[src/rtl/sv_status_seq.sv]
// Job status sequencer: tracks a single job through IDLE/BUSY/DONE/ERROR and
// holds the terminal status, remaining step count and error cause until cleared.
module sv_status_seq #(
  parameter int CNT_W   = 8,
  parameter int TIMEOUT = 200
) (
  input  logic             clk,
  input  logic             rst,
  input  logic             start,
  input  logic [CNT_W-1:0] len,
  input  logic             step_valid,
  input  logic             abort,
  input  logic             clear,
  output logic [1:0]       state_out,
  output logic [CNT_W-1:0] remaining,
  output logic [1:0]       err_code,
  output logic             done_pulse,
  output logic             err_pulse
);

  typedef enum logic [1:0] {
    ST_IDLE  = 2'b00,
    ST_BUSY  = 2'b01,
    ST_DONE  = 2'b10,
    ST_ERROR = 2'b11
  } state_t;

  localparam logic [1:0] ERR_NONE    = 2'b00;
  localparam logic [1:0] ERR_TIMEOUT = 2'b01;
  localparam logic [1:0] ERR_ABORT   = 2'b10;
  localparam logic [1:0] ERR_ZERO    = 2'b11;

  localparam logic [CNT_W-1:0] CNT_ZERO = '0;
  localparam logic [CNT_W-1:0] CNT_ONE  = CNT_W'(1);
  localparam logic [15:0]      IDLE_LAST = 16'(TIMEOUT - 1);
  localparam logic [15:0]      IDLE_MAX  = 16'hFFFF;

  state_t           state_q, state_d;
  logic [CNT_W-1:0] remaining_q, remaining_d;
  logic [1:0]       err_code_q, err_code_d;
  logic             done_pulse_q, done_pulse_d;
  logic             err_pulse_q, err_pulse_d;
  logic [15:0]      idle_cnt_q, idle_cnt_d;

  always_ff @(posedge clk) begin
    if (rst) begin
      state_q      <= ST_IDLE;
      remaining_q  <= CNT_ZERO;
      err_code_q   <= ERR_NONE;
      done_pulse_q <= 1'b0;
      err_pulse_q  <= 1'b0;
      idle_cnt_q   <= 16'd0;
    end else begin
      state_q      <= state_d;
      remaining_q  <= remaining_d;
      err_code_q   <= err_code_d;
      done_pulse_q <= done_pulse_d;
      err_pulse_q  <= err_pulse_d;
      idle_cnt_q   <= idle_cnt_d;
    end
  end

  // Pulses default low so they last only for the edge that enters DONE/ERROR.
  always_comb begin
    state_d      = state_q;
    remaining_d  = remaining_q;
    err_code_d   = err_code_q;
    done_pulse_d = 1'b0;
    err_pulse_d  = 1'b0;
    idle_cnt_d   = idle_cnt_q;

    unique case (state_q)
      ST_IDLE: begin
        if (start) begin
          if (len != CNT_ZERO) begin
            state_d     = ST_BUSY;
            remaining_d = len;
            idle_cnt_d  = 16'd0;
            err_code_d  = ERR_NONE;
          end else begin
            state_d     = ST_ERROR;
            err_code_d  = ERR_ZERO;
            err_pulse_d = 1'b1;
          end
        end
      end

      ST_BUSY: begin
        if (abort) begin
          state_d     = ST_ERROR;
          err_code_d  = ERR_ABORT;
          err_pulse_d = 1'b1;
        end else if (step_valid) begin
          remaining_d = remaining_q - CNT_ONE;
          idle_cnt_d  = 16'd0;
          if (remaining_q == CNT_ONE) begin
            state_d      = ST_DONE;
            done_pulse_d = 1'b1;
          end
        end else if (idle_cnt_q == IDLE_LAST) begin
          state_d     = ST_ERROR;
          err_code_d  = ERR_TIMEOUT;
          err_pulse_d = 1'b1;
        end else if (idle_cnt_q != IDLE_MAX) begin
          idle_cnt_d = idle_cnt_q + 16'd1;
        end
      end

      // Terminal states wait for software; a start alongside clear is dropped.
      ST_DONE, ST_ERROR: begin
        if (clear) begin
          state_d = ST_IDLE;
        end
      end

      default: state_d = ST_IDLE;
    endcase
  end

  assign state_out  = state_q;
  assign remaining  = remaining_q;
  assign err_code   = err_code_q;
  assign done_pulse = done_pulse_q;
  assign err_pulse  = err_pulse_q;

endmodule

[config.mk]
export PLATFORM = sky130hd
export DESIGN_NAME = sv_status_seq
export DESIGN_NICKNAME = d
export VERILOG_FILES = /design/src/rtl/sv_status_seq.sv
export SDC_FILE = /design/constraint.sdc
export NUM_CORES = 1
export LEC_CHECK = 0
export CORE_MARGIN = 3
export CORE_UTILIZATION = 53
export CTS_CLUSTER_DIAMETER = 150
export DETAILED_ROUTE_END_ITERATION = 6
export GPL_ROUTABILITY_DRIVEN = 0
export GPL_TIMING_DRIVEN = 0
export PLACE_DENSITY_LB_ADDON = 0.2
export SLEW_MARGIN = 20
export SYNTH_ARGS = -nofsm -noshare
export SYNTH_HDL_FRONTEND = slang
export SYNTH_SLANG_ARGS = --single-unit
[constraint.sdc]
create_clock -name clk -period 2.2 [get_ports clk]
set_input_delay 0.33 -clock clk [delete_from_list [all_inputs] [get_ports clk]]
set_output_delay 0.33 -clock clk [all_outputs]
set_load 0.02 [all_outputs]
==> metrics.txt <==
grt peak-use layer met1; cts bufs inserted 5; RSZ-0062 raised after global routing true; CTS tree built; GRT overflow 0; Sw Share 33.0%; yosys warns 0; Vias per Instance 6.25; Seq cells post-synth 30; Internal Power 0.000874 W; PD cells 590 nW/µm²; P_sw 0.000431 W; Multi-input gate area 1140 µm²; Setup violations, final 0; row cnt 20; CP required 2.40 ns; Antenna Nets Post-Route 0; crit path capture type flip-flop; largest net degree at the start of global routing 11; syn_area_per_cell 7.74 µm²; syn nets 249; EDFF count, synth 0; critical path arrival 2.28 ns; routed length per instance 15.6 µm; Core Region 3150 µm²; Total Wirelength 4.82 mm; total power 0.00131 W; met1 GRT Util 37.5%; die footprint 4120 µm²; FMAX 0.480 GHz; Post-synth ARST share 0%; skew final 0.0174 ns; Post-Syn Area 1800 µm²; initial drt markers 144; Setup CP Type reg -> reg; combinational share of power 28.2%; Port Buf Inserts 27; Lkg Pwr 0.717 nW; minimum clock period 2.08 ns; M2 GR Usage 35.6%; Ports 28; clock network power share 24.8%; worst-skew pair later-pin latency 0.33 ns; Post-synth top flop dfxtp_1; Slew HR 55.1%; Nets 283; DRC Markers 0; n_diodes 0; most frequent cells in the layout 28 x dfxtp_1, 27 x clkdlybuf4s50_1, 24 x a21oi_1, 20 x nand2_1, 17 x nor2_1; register area share after synthesis 33.4%; Longest Clk Path Bufs 2; gr usage total 24.8%; setup bufs post-CTS 0; Distinct cells, synth 48; Initial Util 57.0%; met3 Use GR 4.92%; Worst Tran Pin Value 0.667 ns; fin crit share 94.7%; pre-CTS setup slack -0.362 ns; Die H 64.2 µm; fill cell count 294; most common cell after layout, fill and taps aside dfxtp_1; initial antenna violation count 0; Clock Pin Slew Worst Setup and Hold Paths 0.09 ns; total of max-cap violations 0; crit path launch type flip-flop; P&R area growth vs syn 23.2%; Root Driver clkbuf_4; Worst Hold Class reg -> reg; first-pass GRT wire length 8.31 mm; sequential cell area 603 µm²; 1st-pass router iterations 6; htree depth 2; number of clock sinks 30; layout cell share with drive strength beyond 1 11.3%; Slew Limit Fails 0; Fin. Hold Viols 0; post-synthesis instance total 232; number of global-route vias before repair 1737; final worst slack 0.117 ns; die width 64.2 µm; Crit Path Max Fanout 7; routed vias 1930; peak supply drop 0.000425 V; HPWL Detailed 3.52 mm; status finished clean; Reg power frac 47.0%
==> routing by layer <==
metal  wire length, µm  vias up
li1                  -      953
met1              2400      870
met2              1980       93
met3               372       14
met4                68        0
met5                 0        -
==> logic make-up (layout without fill, tap and decap cells) <==
group                    after synthesis  count (layout)  synth area share [%]
AO/OA/AOI/OAI                         76              76                  28.6
adder cells (fa/ha/maj)                3               3                  2.09
buffers and inverters                 20              53                  4.94
flip-flops                            30              30                  33.4
multiplexers                           1               1                 0.557
AND/OR/NAND/NOR                      102             102                  30.4
==> synth_stat cells, types with 3 or more instances <==
| master | instances | share of area [%] |
|---|---|---|
| and2_1 | 3 | 1.0 |
| inv_1 | 9 | 1.9 |
| or3_1 | 3 | 1.0 |
| o21a_1 | 3 | 1.3 |
| dfxtp_1 | 30 | 33 |
| a211oi_1 | 3 | 1.3 |
| nor4_1 | 8 | 2.8 |
| clkbuf_1 | 7 | 1.5 |
| o21ai_0 | 16 | 4.5 |
| nand4_1 | 6 | 2.1 |
| a21oi_1 | 24 | 6.7 |
| a31oi_1 | 8 | 2.8 |
| nand3_1 | 17 | 4.7 |
| nor2_1 | 18 | 3.8 |
| nor4b_1 | 3 | 1.5 |
| nand2_1 | 20 | 4.2 |
| nor2b_1 | 4 | 1.4 |
| ha_1 | 3 | 2.1 |
| nand2b_1 | 3 | 1.0 |
| nor3_1 | 6 | 1.7 |
| a2bb2oi_1 | 3 | 1.5 |
| o31a_1 | 3 | 1.5 |
==> path summary, 6_finish.rpt <==
path                               startpoint            end  slack, ns  cells past startpoint
worst min-delay path            idle_cnt_q[0]  idle_cnt_q[0]       0.48                      1
worst min register to register  idle_cnt_q[0]  idle_cnt_q[0]       0.48                      1
worst max register to register  idle_cnt_q[1]  idle_cnt_q[9]       0.12                      7
worst max-delay path            idle_cnt_q[1]  idle_cnt_q[9]       0.12                      7
==> state kept, by name (all words and copies together) (netlist names) <==
signal and cells:
err_code 2, done_pulse 1, state_out 2, idle_cnt_q 16
err_pulse 1, remaining 8
==> stage by stage <==
step,setup TNS (ns),cells,utilization [%],hold WS [ns],area [µm²]
5_1_grt,-0.0426,309,70.2,0.510,2210
6_report,0,309,70.2,0.479,2210
2_1_floorplan,0,232,-,0.408,1800
4_1_cts,0,309,69.4,0.508,2190
3_3_place_gp,-5.37,303,67.3,0.484,2120
3_5_place_dp,-5.13,303,67.3,0.490,2120
==> worst max-delay path, cell delays in order, from the launching register on <==
cell     delay, ns
dfxtp_2       0.37
ha_2          0.23
nand3_2       0.14
or4_1         0.52
buf_6         0.16
and3_1        0.24
a41oi_1       0.23
a31oi_1       0.06
==> what timing repair did <==
| item | CTS | global route |
|---|---|---|
| pin swaps | 1 | 0 |
| endpoints found under the setup margin | 4 | 21 |
| gates resized for setup | 4 | 7 |
| hold buffers | 0 | 0 |
| cloned | 0 | 0 |
==> area by class of cell <==
cell class,instances,share of cell area [%]
Clock buffer,6,2.32
Tap cell,44,2.49
Timing Repair Buffer,27,12.2
Inverter,9,1.53
Sequential cell,30,27.2
Multi-Input combinational cell,182,51.7
Buffer,11,2.49
==> power groups by stage <==
stage / sequential, W / clock [W] / combinational, W
global placement: 0.000624 / 0 / 0.000356
floorplan: 0.000651 / 0 / 0.000191
global route: 0.000620 / 0.000352 / 0.000401
CTS: 0.000611 / 0.000329 / 0.000363
detailed placement: 0.000623 / 0 / 0.000359
finish: 0.000613 / 0.000324 / 0.000368
Note: power is estimated with default switching activity, not from simulation.
